### config.mk
export PLATFORM = sky130hd
export DESIGN_NAME = branch_resolution_queue
export DESIGN_NICKNAME = d
export VERILOG_FILES = /design/src/rtl/branch_pkg.sv /design/src/rtl/branch_pred_fifo.sv /design/src/rtl/branch_resolution_queue.sv
export SDC_FILE = /design/constraint.sdc
export NUM_CORES = 1
export LEC_CHECK = 0
export BUFFER_PORTS_ARGS = -buffer_cell sky130_fd_sc_hd__clkbuf_2
export CORE_ASPECT_RATIO = 1.25
export CORE_MARGIN = 2
export CORE_UTILIZATION = 45
export CTS_BUF_LIST = sky130_fd_sc_hd__clkbuf_16
export DETAILED_ROUTE_END_ITERATION = 8
export PLACE_DENSITY_LB_ADDON = 0.25
export SLEW_MARGIN = 20
export SYNTH_ARGS = -nofsm -noshare
export SYNTH_HDL_FRONTEND = slang
export SYNTH_HIERARCHICAL = 1
export SYNTH_SLANG_ARGS = --single-unit
export TNS_END_PERCENT = 20
### constraint.sdc
create_clock -name clk -period 5.38 [get_ports clk]
set_input_delay 1.345 -clock clk [delete_from_list [all_inputs] [get_ports clk]]
set_output_delay 1.345 -clock clk [all_outputs]
set_load 0.01 [all_outputs]
### src/rtl/branch_pkg.sv
// Shared types for the branch resolution queue: the queued prediction entry
// and a saturating increment helper for the statistics counters.
package branch_pkg;
    localparam int PCW = 32;

    typedef struct packed {
        logic [PCW-1:0] pc;
        logic           taken;
    } pred_entry_t;

    // Callers pass counters zero-extended to 32 bits; max is the all-ones value of the counter width.
    function automatic logic [31:0] sat_inc(input logic [31:0] count, input logic [31:0] max);
        return (count >= max) ? max : count + 32'd1;
    endfunction
endpackage

### src/rtl/branch_pred_fifo.sv
// In-order store of issued predictions. Pointers carry an extra wrap bit so
// full and empty fall out of the pointer difference.
module branch_pred_fifo
    import branch_pkg::*;
#(
    parameter int DEPTH = 4
) (
    input  logic                     clk,
    input  logic                     reset,
    input  logic                     flush,
    input  logic                     push,
    input  logic                     pop,
    input  pred_entry_t              din,
    output pred_entry_t              dout,
    output logic                     full,
    output logic                     empty,
    output logic [$clog2(DEPTH):0]   occupancy
);
    localparam int AW = $clog2(DEPTH);

    logic [AW:0] wptr_q, wptr_d, rptr_q, rptr_d;
    pred_entry_t mem_q [DEPTH];
    pred_entry_t mem_d [DEPTH];
    logic        push_ok, pop_ok;

    assign occupancy = wptr_q - rptr_q;
    assign full      = (occupancy == (AW+1)'(DEPTH));
    assign empty     = (wptr_q == rptr_q);
    assign push_ok   = push && !full && !flush;
    assign pop_ok    = pop && !empty && !flush;
    assign dout      = mem_q[rptr_q[AW-1:0]];

    always_comb begin
        wptr_d = wptr_q;
        rptr_d = rptr_q;
        mem_d  = mem_q;
        if (flush) begin
            wptr_d = '0;
            rptr_d = '0;
        end else begin
            if (push_ok) begin
                mem_d[wptr_q[AW-1:0]] = din;
                wptr_d = wptr_q + 1'b1;
            end
            if (pop_ok)
                rptr_d = rptr_q + 1'b1;
        end
    end

    always_ff @(posedge clk) begin
        if (reset) begin
            wptr_q <= '0;
            rptr_q <= '0;
        end else begin
            wptr_q <= wptr_d;
            rptr_q <= rptr_d;
        end
    end

    // Storage needs no reset: entries are only read once written.
    always_ff @(posedge clk) begin
        mem_q <= mem_d;
    end
endmodule

### src/rtl/branch_resolution_queue.sv
// Pairs resolved branch outcomes with the oldest outstanding prediction and
// emits a registered training update plus saturating statistics.
module branch_resolution_queue
    import branch_pkg::*;
#(
    parameter int DEPTH = 4,
    parameter int PCW   = branch_pkg::PCW,
    parameter int CNTW  = 16
) (
    input  logic                     clk,
    input  logic                     reset,
    input  logic                     flush,
    input  logic                     pred_valid,
    input  logic [PCW-1:0]           pred_PC,
    input  logic                     pred_taken,
    output logic                     pred_ready,
    input  logic                     res_valid,
    input  logic                     res_taken,
    output logic                     upd_valid,
    output logic [PCW-1:0]           upd_PC,
    output logic                     upd_result,
    output logic                     mispredict,
    output logic [$clog2(DEPTH):0]   occupancy,
    output logic [CNTW-1:0]          branch_count,
    output logic [CNTW-1:0]          mispredict_count,
    output logic                     overflow_err,
    output logic                     underflow_err
);
    localparam logic [31:0] CNT_MAX = 32'((64'd1 << CNTW) - 64'd1);

    pred_entry_t fifo_din, head;
    logic        full, empty, pop_ok, miss;

    logic            upd_valid_q, upd_valid_d;
    logic [PCW-1:0]  upd_pc_q, upd_pc_d;
    logic            upd_result_q, upd_result_d;
    logic            mispredict_q, mispredict_d;
    logic [CNTW-1:0] branch_count_q, branch_count_d;
    logic [CNTW-1:0] mispredict_count_q, mispredict_count_d;
    logic            overflow_err_q, overflow_err_d;
    logic            underflow_err_q, underflow_err_d;

    assign fifo_din.pc    = pred_PC;
    assign fifo_din.taken = pred_taken;

    branch_pred_fifo #(.DEPTH(DEPTH)) u_fifo (
        .clk       (clk),
        .reset     (reset),
        .flush     (flush),
        .push      (pred_valid),
        .pop       (res_valid),
        .din       (fifo_din),
        .dout      (head),
        .full      (full),
        .empty     (empty),
        .occupancy (occupancy)
    );

    assign pred_ready = !full;
    assign pop_ok     = res_valid && !empty && !flush;
    assign miss       = res_taken ^ head.taken;

    always_comb begin
        upd_valid_d        = pop_ok;
        upd_pc_d           = upd_pc_q;
        upd_result_d       = upd_result_q;
        mispredict_d       = mispredict_q;
        branch_count_d     = branch_count_q;
        mispredict_count_d = mispredict_count_q;
        // Flush suppresses both error flags along with the dropped push/pop.
        overflow_err_d     = overflow_err_q  || (pred_valid && full  && !flush);
        underflow_err_d    = underflow_err_q || (res_valid  && empty && !flush);
        if (pop_ok) begin
            upd_pc_d       = head.pc;
            upd_result_d   = res_taken;
            mispredict_d   = miss;
            branch_count_d = CNTW'(sat_inc(32'(branch_count_q), CNT_MAX));
            if (miss)
                mispredict_count_d = CNTW'(sat_inc(32'(mispredict_count_q), CNT_MAX));
        end
    end

    always_ff @(posedge clk) begin
        if (reset) begin
            upd_valid_q        <= 1'b0;
            upd_pc_q           <= '0;
            upd_result_q       <= 1'b0;
            mispredict_q       <= 1'b0;
            branch_count_q     <= '0;
            mispredict_count_q <= '0;
            overflow_err_q     <= 1'b0;
            underflow_err_q    <= 1'b0;
        end else begin
            upd_valid_q        <= upd_valid_d;
            upd_pc_q           <= upd_pc_d;
            upd_result_q       <= upd_result_d;
            mispredict_q       <= mispredict_d;
            branch_count_q     <= branch_count_d;
            mispredict_count_q <= mispredict_count_d;
            overflow_err_q     <= overflow_err_d;
            underflow_err_q    <= underflow_err_d;
        end
    end

    assign upd_valid        = upd_valid_q;
    assign upd_PC           = upd_pc_q;
    assign upd_result       = upd_result_q;
    assign mispredict       = mispredict_q;
    assign branch_count     = branch_count_q;
    assign mispredict_count = mispredict_count_q;
    assign overflow_err     = overflow_err_q;
    assign underflow_err    = underflow_err_q;
endmodule

; Word level (Yosys, flattened, before mapping)
; Index checks and enable logic that the tools add are counted.
[totals]
output_inout_bits = 73
in_bits = 39
regBits = 207
wordCells = 59
[op_classes]
n_eq_ne = 2
addsub = 5
n_mux = 8
n_bitwise = 4
magnitude_cmp = 5
n_reduce_logical = 17
[op_table]
columns = cell, count
row1 = $bwmux W132, 1
row2 = $mux W33, 3
row3 = $bmux W33 S2, 1
row4 = $demux W33 S2, 1
row5 = $add A16 B1 Y16 const B, 2
row6 = $ge A16 B16 Y1 const B, 2
row7 = $mux W16, 2
row8 = $logic_and A1 B1 Y1, 9
row9 = $add A3 B1 Y3 const B, 2
row10 = $ge A3 B3 Y1 const B, 2
row11 = $not A2 Y3, 2
row12 = $reduce_and A2 Y1, 2
row13 = $eq A3 B3 Y1, 1
row14 = $eq A3 B3 Y1 const B, 1
row15 = $logic_not A1 Y1, 3
row16 = $lt A3 B1 Y1 const B, 1
row17 = $sub A3 B3 Y3, 1
row18 = $logic_or A1 B1 Y1, 2
row19 = $reduce_or A2 Y1, 1
row20 = $not A1 Y1, 1
row21 = $xor A1 B1 Y1, 1

; Depth between registers and ports, before layout
[logic_depth]
word_depth = 6
mapped_depth = 12
ltp_nobuf = 8

; Modules after synthesis
; Netlist, hierarchy kept.
[by_module_without_submodules]
columns = module, area_each_um2, n_inst, seq_area_each_um2, cells_per_inst
row1 = branch_pred_fifo, 5192.5, 1, 4083.9, 222
row2 = branch_resolution_queue, 2876.5, 1, 1381.3, 347

; Least setup slack after synthesis
; Ideal clock, no wire load.
[synth_path]
path_kind = in2reg
from = input port pred_valid
to = register u_fifo/mem_q[0] (netlist name) (enable)
required_time_ns = 4.915
path_stages = 3
setup_ns = 0.465
arrival_time_ns = 3.874
slack_ns = 1.041
path_buffers = 0
path_cell_list = inv_1 a31o_4 nor3_1
[synth_between]
elab_chain_cells = 3
[synth_rtl]
columns = item, line_no
row1 = from (decl), branch_resolution_queue.sv:13  ; input logic pred_valid,
row2 = $logic_and A1 B1 Y1 (2 in a row), branch_pred_fifo.sv:29  ; assign push_ok = push && !full && !flush;
row3 = $reduce_and A2 Y1 (no line), --
row4 = to (signal assigned), branch_pred_fifo.sv:62  ; mem_q <= mem_d;
row5 = to (decl), branch_pred_fifo.sv:22  ; pred_entry_t mem_q [DEPTH];
; No other way between the ends.
; A chain may end at the register's enable or synchronous reset.

; Final worst setup path
[layout_path]
from = register u_fifo.rptr_q[1]
to = output port pred_ready
[layout_between]
elab_chain_cells = 3
[layout_rtl]
columns = item, line_no
row1 = from (decl), branch_pred_fifo.sv:21  ; logic [AW:0] wptr_q, wptr_d, rptr_q, rptr_d;
row2 = from (signal assigned), branch_pred_fifo.sv:56  ; rptr_q <= rptr_d;
row3 = $sub A3 B3 Y3, branch_pred_fifo.sv:26  ; assign occupancy = wptr_q - rptr_q;
row4 = $eq A3 B3 Y1, branch_pred_fifo.sv:27  ; assign full = (occupancy == (AW+1)'(DEPTH));
row5 = net full, branch_resolution_queue.sv:32  ; logic full, empty, pop_ok, miss;
row6 = $logic_not A1 Y1, branch_resolution_queue.sv:59  ; assign pred_ready = !full;
row7 = to (decl), branch_resolution_queue.sv:16  ; output logic pred_ready,
; The timed path passes the listed nets, and every way through them passes these cells.

==> results.cfg <==
[run_status]
outcome = completed

[power_and_ir_drop]
final_power_mw = 3.265
leak_pwr_nw = 3.369
p_per_area_nw_per_um2 = 342.7
worst_ir_drop_vdd_uv = 210.1

[placement]
numPortBuffers = 111
gp_congestion = 0.8130
post_place_worst_slack_ns = 1.917
dpl.cell_count = 881
detailedPlacementHpwl_mm = 10.24
postPlaceCellArea_um2 = 8846

[run]
maxCapViolations = 0

[route]
route.detailed.vias_per_inst = 5.425
via_count = 4986
post_drt_wl_per_cell_um = 17.96
detail_route.drc_violations = 0
route.antenna.remaining_nets = 0
detailedRoute.firstIterationViolations = 343
routed_wl_mm = 16.50
first_pass_iters = 4

[clocking]
clock_tree.buffer_depth = 3
cts.hold.buffers_added = 0
clock_sinks = 207
latest_clock_arrival_within_the_worst_skew_pair_ns = 0.48
post_cts_resized = 0
cts_root_buffer = sky130_fd_sc_hd__clkbuf_16
numCtsBuffers = 21
h_tree_levels = 1
reg_clk_slew_reported_paths_ns = 0.06
postCtsSetupBuffers = 0
clock_tree_from_tritoncts = built

[worst_setup_path]
cp_max_stage_delay_ns = 0.46
path_max_fanout = 37
cell_chain_of_the_critical_path = buf_4 > fa_1 > xor3_2 > and3_2 > inv_1 > clkbuf_2
worst-endpoint-arrival_ns = 2.23
cp-end-kind = primary output
crit_type = flip-flop to primary output
cp.required_ns = 4.03
crit_start = u_fifo/rptr_q[1]
reg2reg_from = u_fifo/rptr_q[1]
timing.reg2reg.setup_slack_ns = 2.10
startpoint_type = flip-flop
slowest_stage = sky130_fd_sc_hd__buf_4
worst_r2r_path_depth = 10

[min_path]
holdPathStages = 2
hold_path.class = flip-flop to flip-flop
worstHoldStart = upd_PC[22]

[die]
number_of_placed_i_o_pins = 112
die_area_um2 = 19030
die_w_um = 123.8
core_area_um2 = 17500
initial_core_util_pct = 46.11
fp-row-count = 54
die_h_um = 153.7

[synth]
netlist.top_cell.by_area = sky130_fd_sc_hd__edfxtp_1
yosysTopAreaCellShare_pct = 49.12
synth.area.top_cells = sky130_fd_sc_hd__edfxtp_1, sky130_fd_sc_hd__dfxtp_1, sky130_fd_sc_hd__mux4_2
synth.yosys.seq_area_share_pct = 67.73
number_of_synthesized_flops_with_an_enable_pin = 132
synth_fp_nets = 618
syn-cell-area_um2 = 8069
post_synthesis_area_per_instance_um2 = 14.18
synth_flop_cell = sky130_fd_sc_hd__edfxtp_1
yosys_register_bits = 207
yosysWarnings = 6
post_synth_num_cell_types = 50
synthesis.instances = 569
async_set_or_reset_flop_fraction_in_the_synthesized_netlist_pct = 0

[global_routing]
grt.total_usage_pct = 17.42
grt_max_degree = 48
grt_pass1_wl_mm = 25.93
global_route.overflow_total = 0
grt_antenna_before_repair = 0
first_global_vias = 5004

[finish]
final_layout_size_suffix_gt1_share_pct = 28.63
finalNetCount = 730
mostFrequentLayoutCell = sky130_fd_sc_hd__edfxtp_1
antenna_cells_inserted = 0
fin_util_pct = 54.45
final-instance-count-excl-fill = 919
most-common-layout-cells = sky130_fd_sc_hd__edfxtp_1, sky130_fd_sc_hd__clkbuf_2, sky130_fd_sc_hd__nand2_1
syn2layout_area_growth_pct = 18.08
final_instance_area_um2 = 9528

[timing]
min_setup_slack_post_route_ns = 1.805
rsz0062_at_grt = false
maxSlewHeadroom_pct = 34.27
final_hold_viols = 0
layout_min_cycle_time_ns = 3.575
post-route-period-util_pct = 66.45
fin_hold_ws_ns = 0.4566
setup_tns_ns = 0
worst_clock_skew_ns = 0.006701
tightest_slew_ns = 0.9859
setup_viol_count_final = 0
final_max_slew_viol_count = 0
achievable-frequency_ghz = 0.2797
where the power goes:
group	switching [mW]	internal (mW)	total (mW)	leakage (nW)
Combinational	0.0739	0.0478	0.122	1.22
Sequential	0.00959	1.71	1.72	1.81
Clock	0.569	0.850	1.42	0.344
kinds of logic after synthesis:
logic type / Yosys count / share of synthesized area [%]
AND/OR/NAND/NOR: 170 / 10.28
AO/OA/AOI/OAI: 85 / 6.466
multiplexers: 35 / 9.459
adder cells (fa/ha/maj): 10 / 1.644
XOR/XNOR: 19 / 2.264
buffers and inverters: 43 / 2.155
flip-flops: 207 / 67.73
registers in the layout, summed over array words and instances (netlist names):
| register | count |
|---|---|
| upd_result | 1 |
| underflow_err | 1 |
| u_fifo/rptr_q | 3 |
| upd_valid | 1 |
| overflow_err | 1 |
| u_fifo/mem_q | 132 |
| mispredict | 1 |
| mispredict_count | 16 |
| branch_count | 16 |
| upd_PC | 32 |
| u_fifo/wptr_q | 3 |
final cells by class:
class	count	area (um^2)
clock buffer	21	525.5
multi-input combinational	319	2445
clock inverter	16	145.1
fill	1421	7971
sequential	207	5468
inverter	14	52.55
timing repair buffer	118	611.8
tap	224	280.3
final timing paths:
kind | endpoint
hold / removal | upd_PC[22]
setup / recovery | pred_ready
hold reg to reg | upd_PC[22]
setup reg to reg | branch_count[13]
synthesized netlist by cell type (2+ instances only):
| cell | n |
|---|---|
| sky130_fd_sc_hd__edfxtp_1 | 132 |
| sky130_fd_sc_hd__nand2_1 | 76 |
| sky130_fd_sc_hd__dfxtp_1 | 75 |
| sky130_fd_sc_hd__a21oi_1 | 46 |
| sky130_fd_sc_hd__mux4_2 | 33 |
| sky130_fd_sc_hd__nor2_1 | 27 |
| sky130_fd_sc_hd__clkbuf_1 | 19 |
| sky130_fd_sc_hd__nand3_1 | 17 |
| sky130_fd_sc_hd__inv_1 | 14 |
| sky130_fd_sc_hd__a31oi_1 | 11 |
| sky130_fd_sc_hd__ha_1 | 9 |
| sky130_fd_sc_hd__xnor2_1 | 9 |
| sky130_fd_sc_hd__xor2_1 | 9 |
| sky130_fd_sc_hd__nor3_1 | 8 |
| sky130_fd_sc_hd__nand4_1 | 7 |
| sky130_fd_sc_hd__o21ai_0 | 7 |
| sky130_fd_sc_hd__nor4_1 | 6 |
| sky130_fd_sc_hd__and2_1 | 5 |
| sky130_fd_sc_hd__and4_1 | 5 |
| sky130_fd_sc_hd__buf_1 | 5 |
| sky130_fd_sc_hd__a211oi_1 | 4 |
| sky130_fd_sc_hd__buf_2 | 4 |
| sky130_fd_sc_hd__or3_1 | 4 |
| sky130_fd_sc_hd__o21bai_1 | 3 |
| sky130_fd_sc_hd__a211o_1 | 2 |
| sky130_fd_sc_hd__a41o_1 | 2 |
| sky130_fd_sc_hd__and3_1 | 2 |
| sky130_fd_sc_hd__mux2i_1 | 2 |
| sky130_fd_sc_hd__o31ai_1 | 2 |
| sky130_fd_sc_hd__or2_2 | 2 |
| sky130_fd_sc_hd__or3b_2 | 2 |
| sky130_fd_sc_hd__or4_1 | 2 |
critical path, delay by kind of cell, from the launching register on:
| family | cells | cell delay (ns) |
|---|---|---|
| xor+xnor | 1 | 0.29 |
| simple gates | 1 | 0.24 |
| buf+inv | 3 | 0.63 |
| fa+ha+maj | 1 | 0.28 |
| flops | 1 | 0.31 |
layer usage:
metal | wire length, um | GRT usage [%] | part of all wire [%] | vias up
met5 | 0 | 0 | 0 | -
met4 | 201 | 4.167 | 1.2 | 0
met3 | 832 | 3.079 | 5.0 | 12
met2 | 8666 | 31.37 | 53 | 123
met1 | 6803 | 21.50 | 41 | 2488
li1 | - | - | - | 2363
Note: power is estimated with default switching activity, not from simulation.
